$ cat config.mk
export PLATFORM = sky130hd
export DESIGN_NAME = puf_enc128
export DESIGN_NICKNAME = d
export VERILOG_FILES = /design/src/rtl/puf_enc_pkg.sv /design/src/rtl/puf_prienc_seg.sv /design/src/rtl/puf_enc128.sv
export SDC_FILE = /design/constraint.sdc
export NUM_CORES = 1
export LEC_CHECK = 0
export ABC_AREA = 1
export CAP_MARGIN = 20
export CORE_MARGIN = 5
export CORE_UTILIZATION = 39
export DETAILED_ROUTE_END_ITERATION = 8
export DONT_BUFFER_PORTS = 1
export GPL_ROUTABILITY_DRIVEN = 0
export PLACE_DENSITY = 0.62
export SLEW_MARGIN = 20
export SYNTH_ARGS = -nofsm -noshare
export SYNTH_HDL_FRONTEND = slang
export SYNTH_SLANG_ARGS = --single-unit
$ cat constraint.sdc
create_clock -name i_Clk -period 6.8 [get_ports i_Clk]
set_input_delay 1.02 -clock i_Clk [delete_from_list [all_inputs] [get_ports i_Clk]]
set_output_delay 1.02 -clock i_Clk [all_outputs]
set_load 0.01 [all_outputs]
$ cat src/rtl/puf_enc_pkg.sv
// Shared parameters and state type for the PUF cell-index encoder.
package puf_enc_pkg;

  localparam int unsigned WIDTH  = 128;
  localparam int unsigned IDX_W  = $clog2(WIDTH);
  localparam int unsigned SEG_W  = 32;
  localparam int unsigned NSEG   = WIDTH / SEG_W;
  localparam int unsigned OFF_W  = $clog2(SEG_W);
  // Upper index bits select the segment, lower bits are the in-segment offset.
  localparam int unsigned SEGI_W = IDX_W - OFF_W;

  typedef enum logic {
    S_IDLE,
    S_EMIT
  } state_e;

endpackage

$ cat src/rtl/puf_prienc_seg.sv
// Lowest-set-bit encoder for one SEG_W-bit slice of the cell-enable mask.
module puf_prienc_seg
  import puf_enc_pkg::*;
(
  input  logic [SEG_W-1:0] i_Seg,
  output logic             o_Nz,
  output logic [OFF_W-1:0] o_Off
);

  // Scan from the top down so the lowest set bit wins the final assignment.
  always_comb begin
    o_Off = '0;
    for (int i = SEG_W - 1; i >= 0; i--) begin
      if (i_Seg[i]) begin
        o_Off = OFF_W'(i);
      end
    end
  end

  assign o_Nz = |i_Seg;

endmodule

$ cat src/rtl/puf_enc128.sv
// Sequential multi-hot encoder: accepts a 128-bit cell-enable vector and emits
// the index of each set bit, lowest first, one index per output handshake.
module puf_enc128
  import puf_enc_pkg::*;
(
  input  logic             i_Clk,
  input  logic             i_Rst,
  input  logic             i_Vld,
  output logic             o_Rdy,
  input  logic [WIDTH-1:0] i_Q,
  output logic             o_Vld,
  input  logic             i_Rdy,
  output logic [IDX_W-1:0] o_Sel,
  output logic             o_Last,
  output logic             o_Zero,
  output logic [IDX_W:0]   o_Cnt
);

  state_e             state_q, state_d;
  logic [WIDTH-1:0]   mask_q, mask_d;
  logic               zero_q, zero_d;
  logic [IDX_W:0]     cnt_q, cnt_d;

  logic [NSEG-1:0]    seg_nz;
  logic [OFF_W-1:0]   seg_off [NSEG];
  logic [SEGI_W-1:0]  seg_idx;
  logic [OFF_W-1:0]   low_off;
  logic [IDX_W-1:0]   low_idx;
  logic [WIDTH-1:0]   low_onehot;
  logic [WIDTH-1:0]   mask_clr;
  logic               last_beat;

  // Stage A: per-segment nonzero flag and lowest-bit offset.
  for (genvar g = 0; g < NSEG; g++) begin : g_seg
    puf_prienc_seg u_seg (
      .i_Seg (mask_q[g*SEG_W +: SEG_W]),
      .o_Nz  (seg_nz[g]),
      .o_Off (seg_off[g])
    );
  end

  // Stage B: pick the lowest nonzero segment and form the full index.
  always_comb begin
    seg_idx = '0;
    low_off = '0;
    for (int s = NSEG - 1; s >= 0; s--) begin
      if (seg_nz[s]) begin
        seg_idx = SEGI_W'(s);
        low_off = seg_off[s];
      end
    end
  end

  assign low_idx    = {seg_idx, low_off};
  assign low_onehot = WIDTH'(1) << low_idx;
  assign mask_clr   = mask_q & ~low_onehot;
  // Nothing left after removing the lowest bit means at most one bit was set.
  assign last_beat  = (mask_clr == '0);

  // Next-state and registered-only outputs; everything is gated by S_EMIT so idle shows zeros.
  always_comb begin
    state_d = state_q;
    mask_d  = mask_q;
    zero_d  = zero_q;
    cnt_d   = cnt_q;
    o_Rdy   = 1'b0;
    o_Vld   = 1'b0;
    o_Sel   = '0;
    o_Last  = 1'b0;
    o_Zero  = 1'b0;
    o_Cnt   = '0;

    unique case (state_q)
      S_IDLE: begin
        o_Rdy = 1'b1;
        if (i_Vld) begin
          state_d = S_EMIT;
          mask_d  = i_Q;
          zero_d  = (i_Q == '0);
          // An all-zero vector reports a count of zero on its single beat.
          cnt_d   = (i_Q == '0) ? '0 : (IDX_W+1)'(1);
        end
      end
      S_EMIT: begin
        o_Vld  = 1'b1;
        o_Sel  = low_idx;
        o_Last = last_beat;
        o_Zero = zero_q;
        o_Cnt  = cnt_q;
        if (i_Rdy) begin
          if (last_beat) begin
            state_d = S_IDLE;
            mask_d  = '0;
          end else begin
            mask_d  = mask_clr;
            cnt_d   = cnt_q + 1'b1;
          end
        end
      end
      default: begin
        state_d = S_IDLE;
      end
    endcase
  end

  // State registers with synchronous active-high reset.
  always_ff @(posedge i_Clk) begin
    if (i_Rst) begin
      state_q <= S_IDLE;
      mask_q  <= '0;
      zero_q  <= 1'b0;
      cnt_q   <= '0;
    end else begin
      state_q <= state_d;
      mask_q  <= mask_d;
      zero_q  <= zero_d;
      cnt_q   <= cnt_d;
    end
  end

endmodule

**Word level (Yosys, flattened, before mapping)**

Cells that the tools add are included.

- Register bits after elaboration: 138
- Latch bits: 0
- RAM bits: 0
- Bits in read-only memories: 0
- Input port bits: 132
- Output and inout bits: 19
- Word-level logic and storage cells: 176
- Memories: 0

- Add/subtract/negate cells: 1
- Multipliers: 0
- Div/mod/pow operators: 0
- Magnitude comparators: 0
- Equal/unequal tests: 3
- Shift-type cells: 1
- Multiplexer cells: 155
- Bitwise logic cells: 3
- Reduce and logical (&&, ||, !) cells: 9

Operators with widths:

| operator | number |
|---|---|
| 5-bit 2-to-1 mux | 132 |
| 128-bit 2-to-1 mux | 3 |
| 128-bit logical NOT | 2 |
| 128-bit one-hot mux with 2 select lines | 1 |
| 128-bit AND | 1 |
| 128-bit NOT | 1 |
| 32-bit OR reduction | 4 |
| 1-bit by 7-bit << shifter with 128-bit output (first input constant) | 1 |
| 8-bit 2-to-1 mux | 4 |
| 8-bit one-hot mux with 2 select lines | 1 |
| 8-bit by 1-bit adder with 8-bit output (second input constant) | 1 |
| 1-bit 2-to-1 mux | 8 |
| 2-bit 2-to-1 mux | 4 |
| 7-bit 2-to-1 mux | 1 |
| 2-bit inequality test (second input constant) | 3 |
| 2-bit AND reduction | 2 |
| 3-bit AND reduction | 1 |
| 1-bit one-hot mux with 2 select lines | 1 |
| 1-bit NOT | 1 |

**Longest topological paths before layout**

Gate-level depths: netlist of run 1.

- Word-level depth: 43
- Gate-level depth with buffers: 49
- Mapped depth without buffers: 49

**Cells and area by module**

From an unflattened synthesis of run 1, not the netlist that was laid out.

- Cell total of the unflattened synthesis: 1804
- Area, all modules: 10606.4 µm²

By module, submodules not included:

| module | instances | cells each | area each (µm²) | sequential area each (µm²) |
|---|---|---|---|---|
| puf_enc128 | 1 | 1376 | 8724.6 | 2762.6 |
| puf_prienc_seg | 4 | 107 | 470.5 | 0.0 |

**Worst setup path before layout of run 1**

No wires, ideal clock.

- Path type: register to output
- From: reg mask_q[61]
- To: out o_Last
- Arrival time: 3.221 ns
- Required time: 5.780 ns
- Path slack: 2.559 ns
- Cell stages (with the launch flop): 47
- Path buffers: 0
- Path through: dfxtp_1 inv_2 nand2_1 nand2_1 nand2_1 nand2_1 nand2_1 nand2_1 nand2_1 nand2_1 nand2_1 nand2_1 nand2_1 nand2_1 nand2_1 nand2_1 nand2_1 nand2_1 [... 11 more ...] nand2_1 nand2_1 nand2_1 a21oi_2 nand2_2 nand2_4 nand4_1 nor2_2 nand3_1 nand2_1 nand2_1 nor2_2 nand2_1 nor2_1 nand2_1 nor2_2 nand3_4 inv_1

- Word-level cells in the longest chain between the ends: 37
- Elaborated cells between the ends (all ways): 40
- Those cells by class: 1 x shift; 35 x mux; 2 x bitwise; 2 x reduce/logical

RTL lines:

| what | line | text |
|---|---|---|
| start: declaration | puf_enc128.sv:20 | `logic [WIDTH-1:0] mask_q, mask_d;` |
| start signal: assignment | puf_enc128.sv:115 | `mask_q <= mask_d;` |
| 5-bit 2-to-1 mux (30 in series) | puf_prienc_seg.sv:14 | `if (i_Seg[i]) begin` |
| 5-bit 2-to-1 mux (2 in series) | puf_enc128.sv:47 | `if (seg_nz[s]) begin` |
| 1-bit by 7-bit << shifter with 128-bit output | puf_enc128.sv:55 | `assign low_onehot = WIDTH'(1) << low_idx;` |
| 128-bit NOT | puf_enc128.sv:56 | `assign mask_clr = mask_q & ~low_onehot;` |
| 128-bit AND (*) | puf_enc128.sv:56 |  |
| 128-bit logical NOT (*) | puf_enc128.sv:58 | `assign last_beat = (mask_clr == '0);` |
| 1-bit 2-to-1 mux (*) | puf_enc128.sv:73 | `unique case (state_q)` |
| end: declaration | puf_enc128.sv:14 | `output logic o_Last,` |

Mark *: on every way between the ends. The rest lies on a longest branch, timed or not.

**Final worst setup path of run 1**

- From: reg mask_q[38]
- To: out o_Last

- Word-level cells in the longest chain between the ends: 14
- Elaborated cells between the ends (all ways): 17
- Those cells by class: 1 x shift; 12 x mux; 2 x bitwise; 2 x reduce/logical

RTL lines:

| what | line |
|---|---|
| 5-bit 2-to-1 mux (7 in series) | puf_prienc_seg.sv:14 |
| 5-bit 2-to-1 mux (2 in series) | puf_enc128.sv:47 |
| 1-bit by 7-bit << shifter with 128-bit output | puf_enc128.sv:55 |
| 128-bit NOT | puf_enc128.sv:56 |
| 128-bit AND (*) | puf_enc128.sv:56 |
| 128-bit logical NOT (*) | puf_enc128.sv:58 |
| 1-bit 2-to-1 mux (*) | puf_enc128.sv:73 |

Marks and branches as above.

==> impl_metrics.json, run 1 <==
{
  "clk_path_buf_depth": 2,
  "irDropWorstVdd_mv": 0.168,
  "finalSetupTns_ns": 0,
  "initial_core_util_pct": 39.7,
  "yosys_warnings": 0,
  "synth_top_family_by_area": "simple AND/OR/NAND/NOR gates",
  "cp_data_arrival_time_ns": 5.04,
  "cpLargestDelayFamily": "simple AND/OR/NAND/NOR gates",
  "synth_ff_type": "dfxtp_1",
  "r2r-start": "mask_q[38]",
  "relSlewSlack_pct": 25.4,
  "yosysSeqAreaShare_pct": 26.6,
  "hp-start": "cnt_q[7]",
  "async_flop_share_pct": 0,
  "synth_enable_flop_cells": 0,
  "final_nets": 1825,
  "cts-buffers-inserted": 17,
  "row_count": 59,
  "critPathKind": "flop to output port",
  "power.share.combinational_pct": 25.6,
  "reg2reg_slack_ns": 1.92,
  "p_clk_share_pct": 35.4,
  "pwr_density_cell_nw_per_um2": 229,
  "synth_area_per_cell_um2": 5.86,
  "hp-class": "flop to flop",
  "path_max_fanout": 8,
  "p_leak_nw": 4.36,
  "cp_data_required_time_ns": 5.78,
  "cp-start-kind": "flop",
  "layout-area-overhead-vs-synth_pct": 6.20,
  "final_area_um2": 11000,
  "drive_above_1_share_pct": 6.16,
  "fill_cells": 2874,
  "status": "finished clean",
  "slowest_stage": "nor2_4",
  "viasPerCell": 5.84,
  "rsz0062_at_grt": "no",
  "final_hold_viol_count": 0,
  "wirelength_um": 37600,
  "p_sw_share_pct": 36.9,
  "antenna_cells": 0,
  "vias": 11907,
  "grt_pass1_wl_um": 59800,
  "cts_resized": 0,
  "power.switching_mw": 0.931,
  "hpwl_um": 25800,
  "worstPathCellList": "nor2_1 > nand2_1 > nor2_1 > nand2_1 > inv_1 > nand4_1 > inv_1 > o221ai_1 > nand2_1 > nand2_1 > inv_1 > nand4_1 > nor2_4 > nand4_1 > nand2_1 > nand2_1 > nor2_1 > nand2_1 > nor2_1 > nand2_1 > nor2_2 > nand3_4 > inv_1",
  "cts_hold_buffers": 0,
  "grt.total_usage_pct": 24.1,
  "synth-compound-area-share_pct": 21.5,
  "root_buffer": "clkbuf_16",
  "antenna_found_initial": 0,
  "syn-num-nets": 1903,
  "grt_max_degree": 129,
  "die_area_um2": 29900,
  "die_y_um": 173,
  "power_mw": 2.52,
  "crit_buf_inv": 4,
  "cts_tree": "built",
  "boundaryPins": 151,
  "clk_latency_ns": 0.44,
  "grt_pass1_vias": 11001,
  "synth_top_area_cell": "dfxtp_1",
  "syn_area_um2": 10400,
  "place_ws_ns": 1.34,
  "clock.fmax_ghz": 0.165,
  "synthAdderAreaFrac_pct": 0.121,
  "ant_nets": 0,
  "period_share_pct": 89.1,
  "cp_common_cell": "nand2_1",
  "min_period_ns": 6.06,
  "synth-seq-cells": 138,
  "synthDistinctLibCells": 41,
  "seqPwrFrac_pct": 39.0,
  "drt-initial-drc-count": 1323,
  "muxShareOfSynthArea_pct": 0,
  "overflow": 0,
  "slew_violations": 0,
  "wl_per_cell_um": 18.5,
  "synthCells": 1770,
  "yosys.area_share.simple_pct": 41.1,
  "worst_pin_slew_ns": 1.12,
  "multi_input_area_um2": 6590,
  "seq_area_um2": 2770,
  "skew_ns": 0.0143,
  "numClockSinks": 138,
  "fin_ws_ns": 0.739,
  "die_w_um": 173,
  "drt_pre_antenna_iters": 6,
  "clkTransAtPathRegs_ns": 0.06,
  "htreeDepth": 4,
  "core_area_um2": 26100,
  "yosys-top-cells-area": "dfxtp_1 (27%), nand2_1 (15%), o21ai_0 (13%)",
  "synth_top_area_share_pct": 26.6,
  "crit_start": "mask_q[38]",
  "setup_viol": 0,
  "setup.worst_path.end_class": "output port",
  "drc_errors": 0,
  "drv_cap": 0,
  "synthXorXnorAreaFrac_pct": 0.338,
  "place_inst": 2008,
  "postCtsSetupBuffers": 0,
  "finalNonFillerCells": 2040,
  "cpPeakStageDelay_ns": 0.46,
  "io_buffers": 0,
  "postPlaceCellArea_um2": 10500,
  "power.internal_mw": 1.59
}
## layout make-up
class                   count  share of cell area, %
clock buffers              22                   4.40
clock inverters            10                  0.614
inverters                 161                   5.51
multi-input cells        1363                   59.8
flip-flops and latches    138                   25.1
well taps                 335                   3.81
repair buffers             11                  0.750
## worst reg2reg max path, delay by kind of cell (launching register included)
family	cells	cell delay, ns
simple gates	20	3.31
buf+inv	3	0.80
flops	1	0.35
compound gates	2	0.35
## layer usage
metal	up-vias	track usage, %	routed length [µm]
met4	0	11.8	1640
met3	85	5.26	3310
met5	-	0	0
li1	5862	-	-
met1	5421	31.9	16100
met2	539	37.2	16600
## per-stage QoR
step | hold slack [ns] | util [%]
floorplan | 0.464 | -
global placement | 0.473 | 40.0
detailed placement | 0.479 | 40.0
CTS | 0.487 | 42.1
global route | 0.515 | 42.1
finish | 0.484 | 42.1
## cell usage after synthesis, types with 2 or more instances
library cell,instances
nor2_4,7
dfxtp_1,138
clkbuf_1,69
nand2_4,2
a21oi_2,2
o21bai_1,3
inv_2,8
a311oi_1,4
nor2_1,125
nand4_2,7
buf_1,23
buf_2,10
nand3_1,214
nand2_2,3
nor3_1,6
buf_6,2
inv_1,151
a21oi_1,150
nor2_2,22
xor2_1,4
nand2_1,412
nand4_1,81
o31ai_1,4
o21ai_0,266
nor4_1,38
o21ai_1,4
## worst paths after layout
check | end | cells past startpoint
worst max-delay path | o_Last | 23
worst min-delay path | cnt_q[7] | 2
worst min register to register | cnt_q[7] | 2
worst max register to register | cnt_q[2] | 25
## sequential cells by signal, summed over array words and instances (netlist names)
name,cells
mask_q,128
state_q,1
cnt_q,8
zero_q,1
## logic make-up after synthesis
logic type	after synthesis
DFF	138
xor gates and xnor gates	4
adders and majority gates	1
buffers and inverters	269
AOI/OAI and AO/OA	436
and+or+nand+nor	922
## cells in the final DEF, fill, tap and decap left out, types with 23 or more instances in the layout
master and count:
nor2_1 124, nand4_1 81, inv_1 149, nand3_1 214, nor2_2 23, dfxtp_1 137, o21ai_0 266, a21oi_1 149
nand2_1 410, nor4_1 38
## power by group through the flow
| stage | registers (mW) | logic [mW] | clock network (mW) |
|---|---|---|---|
| floorplan | 0.964 | 0.499 | 0 |
| global placement | 0.995 | 0.629 | 0 |
| detailed placement | 0.996 | 0.633 | 0 |
| CTS | 0.980 | 0.637 | 0.902 |
| global route | 0.996 | 0.733 | 0.936 |
| finish | 0.983 | 0.645 | 0.893 |
Power figures use the tool's default switching activity.
==> run 2, diff against run 1 <==
==> constraint.sdc (replaced) <==
create_clock -name i_Clk -period 5.6 [get_ports i_Clk]
set_input_delay 0.84 -clock i_Clk [delete_from_list [all_inputs] [get_ports i_Clk]]
set_output_delay 0.84 -clock i_Clk [all_outputs]
set_load 0.01 [all_outputs]
==> impl_metrics.json, run 2 (synthesis gave the netlist of run 1 again) <==
{
  "clkTransAtPathRegs_ns": 0.06,
  "rsz0062_at_grt": "yes",
  "die_area_um2": 29900,
  "grt_pass1_wl_um": 60600,
  "worst_pin_slew_ns": 1.02,
  "wirelength_um": 38900,
  "skew_ns": 0.0118,
  "hpwl_um": 26900,
  "final_nets": 1861,
  "postPlaceCellArea_um2": 10500,
  "endpoint": "o_Last",
  "ant_nets": 0,
  "drc_errors": 0,
  "overflow": 0,
  "r2r-start": "mask_q[120]",
  "row_count": 59,
  "rr_worst_depth": 29,
  "hold_path_depth": 1,
  "period_share_pct": 98.9,
  "drive_above_1_share_pct": 9.48,
  "grt_pass1_vias": 11200,
  "status": "finished clean",
  "cts_hold_buffers": 0,
  "path_max_fanout": 7,
  "min_period_ns": 5.54,
  "drt-initial-drc-count": 1310,
  "wl_per_cell_um": 18.7,
  "mostFrequentLayoutCells": "nand2_1 (405), o21ai_0 (266), nand3_1 (206)",
  "largest_reg_flops": 128,
  "pwr_density_cell_nw_per_um2": 276,
  "die_y_um": 173,
  "setup.worst_path.end_class": "output port",
  "power_mw": 3.19,
  "drt_pre_antenna_iters": 6,
  "top_regs": "mask_q: 128 flops, cnt_q: 8 flops",
  "largest_register": "mask_q",
  "timing.rr.end": "cnt_q[7]",
  "critPathKind": "flop to output port",
  "vias": 12136,
  "cts-buffers-inserted": 17,
  "final_common_cell": "nand2_1",
  "layout-area-overhead-vs-synth_pct": 11.3,
  "root_buffer": "clkbuf_16",
  "drv_cap": 0,
  "hp-class": "input pin to flop",
  "io_buffers": 0,
  "fin_ws_ns": 0.0638,
  "clock.fmax_ghz": 0.181,
  "antenna_found_initial": 0,
  "cts_tree": "built",
  "htreeDepth": 4,
  "grt_max_degree": 130,
  "irDropWorstVdd_mv": 0.191,
  "initial_core_util_pct": 39.7,
  "timing.hold.ws_ns": 0.466,
  "cp_data_arrival_time_ns": 4.70,
  "relSlewSlack_pct": 31.9,
  "final_hold_viol_count": 0,
  "clk_path_buf_depth": 2,
  "post-route-util_pct": 44.2,
  "boundaryPins": 151,
  "die_w_um": 173,
  "final_area_um2": 11500,
  "cp_data_required_time_ns": 4.76,
  "numClockSinks": 138,
  "core_area_um2": 26100,
  "grt.total_usage_pct": 24.7,
  "p_leak_nw": 4.57,
  "reg2reg_slack_ns": 0.90,
  "cp-start-kind": "flop",
  "place_ws_ns": 0.389,
  "viasPerCell": 5.85,
  "fill_cells": 2807,
  "antenna_cells": 0,
  "clk_latency_ns": 0.44,
  "slew_violations": 0,
  "crit_start": "mask_q[120]",
  "setup_viol": 0
}
## run 2: cell count changes in the layout (fill, tap and decap cells not counted), sizes merged
cell	previous run	this run
clkbuf	22	23
clkinvlp	4	0
clkinv	6	8
inv	161	160
buf	11	47
bufinv	0	2
## run 2: area by class of cell
class                   count  area [µm²]  share of cell area (%)
repair buffers             47         419                    3.63
inverters                 161         607                    5.26
well taps                 335         419                    3.63
clock buffers              23         478                    4.14
clock inverters             9        95.1                   0.824
multi-input cells        1363        6750                    58.5
flip-flops and latches    138        2780                    24.0
## run 2: worst min path at each step
stage | startpoint | to
after floorplan | cnt_q[7] | cnt_q[7]
after global placement | cnt_q[7] | cnt_q[7]
after detailed placement | cnt_q[7] | cnt_q[7]
after CTS | i_Rst | cnt_q[6]
after global routing | i_Rst | cnt_q[7]
final | i_Rst | cnt_q[6]
## run 2: worst max-delay path, stage by stage (launching register included)
cell and delay [ns]:
dfxtp_1 0.36, nor4_1 0.43, nand2_1 0.14, nor3_1 0.30
nand3_1 0.14, inv_1 0.08, nor2_1 0.06, inv_1 0.14
a21oi_1 0.06, nand3_1 0.07, nand3_1 0.12, nand2_1 0.10
nand2_1 0.22, inv_2 0.23, nand4_1 0.27, nor2_4 0.27
buf_4 0.17, nand4_1 0.10, nand2_1 0.10, nand2_1 0.07
nor2_1 0.10, nand2_1 0.09, nor2_2 0.13, nand2_2 0.10
nor2_4 0.16, nand3_4 0.14, inv_2 0.12
## run 2: metal layers
metal / GRT usage [%] / wire length (µm)
met5: 0 / 0
met4: 11.2 / 1520
met3: 5.33 / 3230
met2: 38.7 / 17500
met1: 32.6 / 16600
## run 2: timing repair
item | CTS | global route
resized for setup | 2 | 46
endpoints found under the hold margin | 0 | 0
pin swaps | 2 | 25
setup buffers | 4 | 25
setup endpoints to repair | 1 | 1
## run 2: power breakdown
part / internal (mW) / switching [mW] / leakage [nW]
clock network: 0.686 / 0.463 / 0.290
registers: 1.07 / 0.122 / 1.14
logic: 0.285 / 0.563 / 3.13
total: 2.04 / 1.15 / 4.57
## run 2: per-stage QoR
step | std cells | setup TNS (ns)
finish | 2076 | 0
global route | 2076 | -0.241
CTS | 2051 | 0
detailed placement | 2015 | 0
global placement | 2015 | 0
floorplan | 1770 | 0
==> run 3, diff against run 2 <==
--- a/config.mk
+++ b/config.mk
@@ -8,11 +8,10 @@
 export ABC_AREA = 1
 export CAP_MARGIN = 20
 export CORE_MARGIN = 5
-export CORE_UTILIZATION = 39
+export CORE_UTILIZATION = 65
 export DETAILED_ROUTE_END_ITERATION = 8
 export DONT_BUFFER_PORTS = 1
-export GPL_ROUTABILITY_DRIVEN = 0
-export PLACE_DENSITY = 0.62
+export PLACE_DENSITY = 0.9
 export SLEW_MARGIN = 20
 export SYNTH_ARGS = -nofsm -noshare
 export SYNTH_HDL_FRONTEND = slang
==> impl_metrics.json, run 3 (synthesis gave the netlist of run 1 again) <==
{
  "grt.total_usage_pct": 36.2,
  "finalSetupTns_ns": 0,
  "place_ws_ns": 0.444,
  "power.switching_mw": 1.15,
  "pwr_density_cell_nw_per_um2": 269,
  "antenna_found_initial": 0,
  "wl_per_cell_um": 18.0,
  "drt_pre_antenna_iters": 8,
  "htreeDepth": 4,
  "drt-initial-drc-count": 1833,
  "cp_data_arrival_time_ns": 4.63,
  "final_nets": 1863,
  "wirelength_um": 35200,
  "boundaryPins": 151,
  "die_area_um2": 18600,
  "skew_ns": 0.0124,
  "hpwl_um": 23200,
  "grt_max_degree": 139,
  "worst_pin_slew_ns": 0.979,
  "routabilityCongestion": 0.960,
  "power.share.combinational_pct": 27.6,
  "critPathKind": "flop to output port",
  "largest_register": "mask_q",
  "power.internal_mw": 1.95,
  "p_sw_share_pct": 37.0,
  "status": "finished clean",
  "min_period_ns": 5.47,
  "cp-start-kind": "flop",
  "final_hold_viol_count": 0,
  "cts-buffers-inserted": 17,
  "initial_core_util_pct": 65.7,
  "cts_tree": "built",
  "slew_violations": 0,
  "path_max_fanout": 9,
  "ant_nets": 0,
  "period_share_pct": 97.7,
  "drv_cap": 0,
  "grt_pass1_vias": 10942,
  "cts_hold_buffers": 0,
  "core_area_um2": 15800,
  "die_y_um": 136,
  "top_regs": "mask_q: 128 flops, cnt_q: 8 flops",
  "overflow": 0,
  "fin_ws_ns": 0.130,
  "clkTransAtPathRegs_ns": 0.06,
  "antenna_cells": 0,
  "rsz0062_at_grt": "yes",
  "clock.fmax_ghz": 0.183,
  "row_count": 46,
  "layout-area-overhead-vs-synth_pct": 10.9,
  "io_buffers": 0,
  "numClockSinks": 138,
  "drc_errors": 0,
  "drive_above_1_share_pct": 9.93,
  "final_common_cell": "nand2_1",
  "p_clk_share_pct": 33.9,
  "seqPwrFrac_pct": 38.5,
  "die_w_um": 136,
  "largest_reg_flops": 128,
  "mostFrequentLayoutCells": "nand2_1 (407), o21ai_0 (266), nand3_1 (198)",
  "cp_data_required_time_ns": 4.76,
  "setup.worst_path.end_class": "output port",
  "irDropWorstVdd_mv": 0.232,
  "root_buffer": "clkbuf_16",
  "hp-class": "input pin to flop",
  "power_mw": 3.09,
  "setup_viol": 0,
  "grt_pass1_wl_um": 54300,
  "reg2reg_slack_ns": 0.96,
  "relSlewSlack_pct": 34.7,
  "viasPerCell": 6.38,
  "finalNonFillerCells": 1958,
  "clk_latency_ns": 0.44,
  "vias": 12497,
  "p_leak_nw": 4.57,
  "place_inst": 1893,
  "clk_path_buf_depth": 2
}
## run 3: per-layer routing
metal  vias up  global-route usage [%]  share of wire [%]
met4         0                    16.0                5.0
met3       133                    8.92                 12
met1      5642                    47.5                 39
li1       5943                       -                  -
met2       779                    56.4                 45
met5         -                       0                  0
## run 3: worst paths after layout
| path | start | end | depth (start not counted) |
|---|---|---|---|
| setup / recovery | mask_q[62] | o_Last | 23 |
| hold / removal | i_Rst | cnt_q[4] | 1 |
| setup reg to reg | mask_q[62] | cnt_q[1] | 26 |
| hold reg to reg | cnt_q[0] | cnt_q[0] | 2 |
## run 3: worst max-delay path, cell delays in order, from the launching register on
cell      delay [ns]
dfxtp_4         0.34
buf_4           0.14
nor2_1          0.11
inv_1           0.06
nor3_1          0.22
nand4_1         0.35
inv_1           0.38
nand3_1         0.19
o311ai_1        0.16
a21oi_4         0.24
inv_4           0.23
nand4_1         0.30
nor2_4          0.34
buf_6           0.14
nand3_2         0.07
nand2_1         0.11
nand2_1         0.06
nor2_1          0.10
nand2_1         0.06
nor2_1          0.12
nand2_1         0.10
nor2_4          0.13
nand3_4         0.13
inv_4           0.11
## run 3: final cells by class
cell class	instances	area (µm²)
Inverter	161	612
Clock inverter	11	73.8
Fill cell	1339	4270
Multi-Input combinational cell	1363	6780
Timing Repair Buffer	49	524
Clock buffer	20	457
Sequential cell	138	2780
Tap cell	216	270
## run 3: stage by stage
step                util [%]  cell area [µm²]  hold slack [ns]
detailed placement      65.6            10300            0.483
global placement        65.6            10300            0.476
floorplan                  -            10400            0.464
CTS                     69.0            10900            0.459
global route            72.9            11500            0.456
finish                  72.9            11500            0.467
## run 3: power by group through the flow
stage	Combinational [mW]	Clock, mW	Sequential, mW
after CTS	0.764	1.05	1.19
after floorplan	0.607	0	1.17
after global placement	0.744	0	1.20
final	0.853	1.05	1.19
after detailed placement	0.757	0	1.21
after global routing	0.950	1.08	1.21
## run 3: repair_timing
action,CTS,global route
endpoints found under the setup margin,1,1
pin swaps,0,41
gates resized for setup,1,60
buffers inserted,0,33
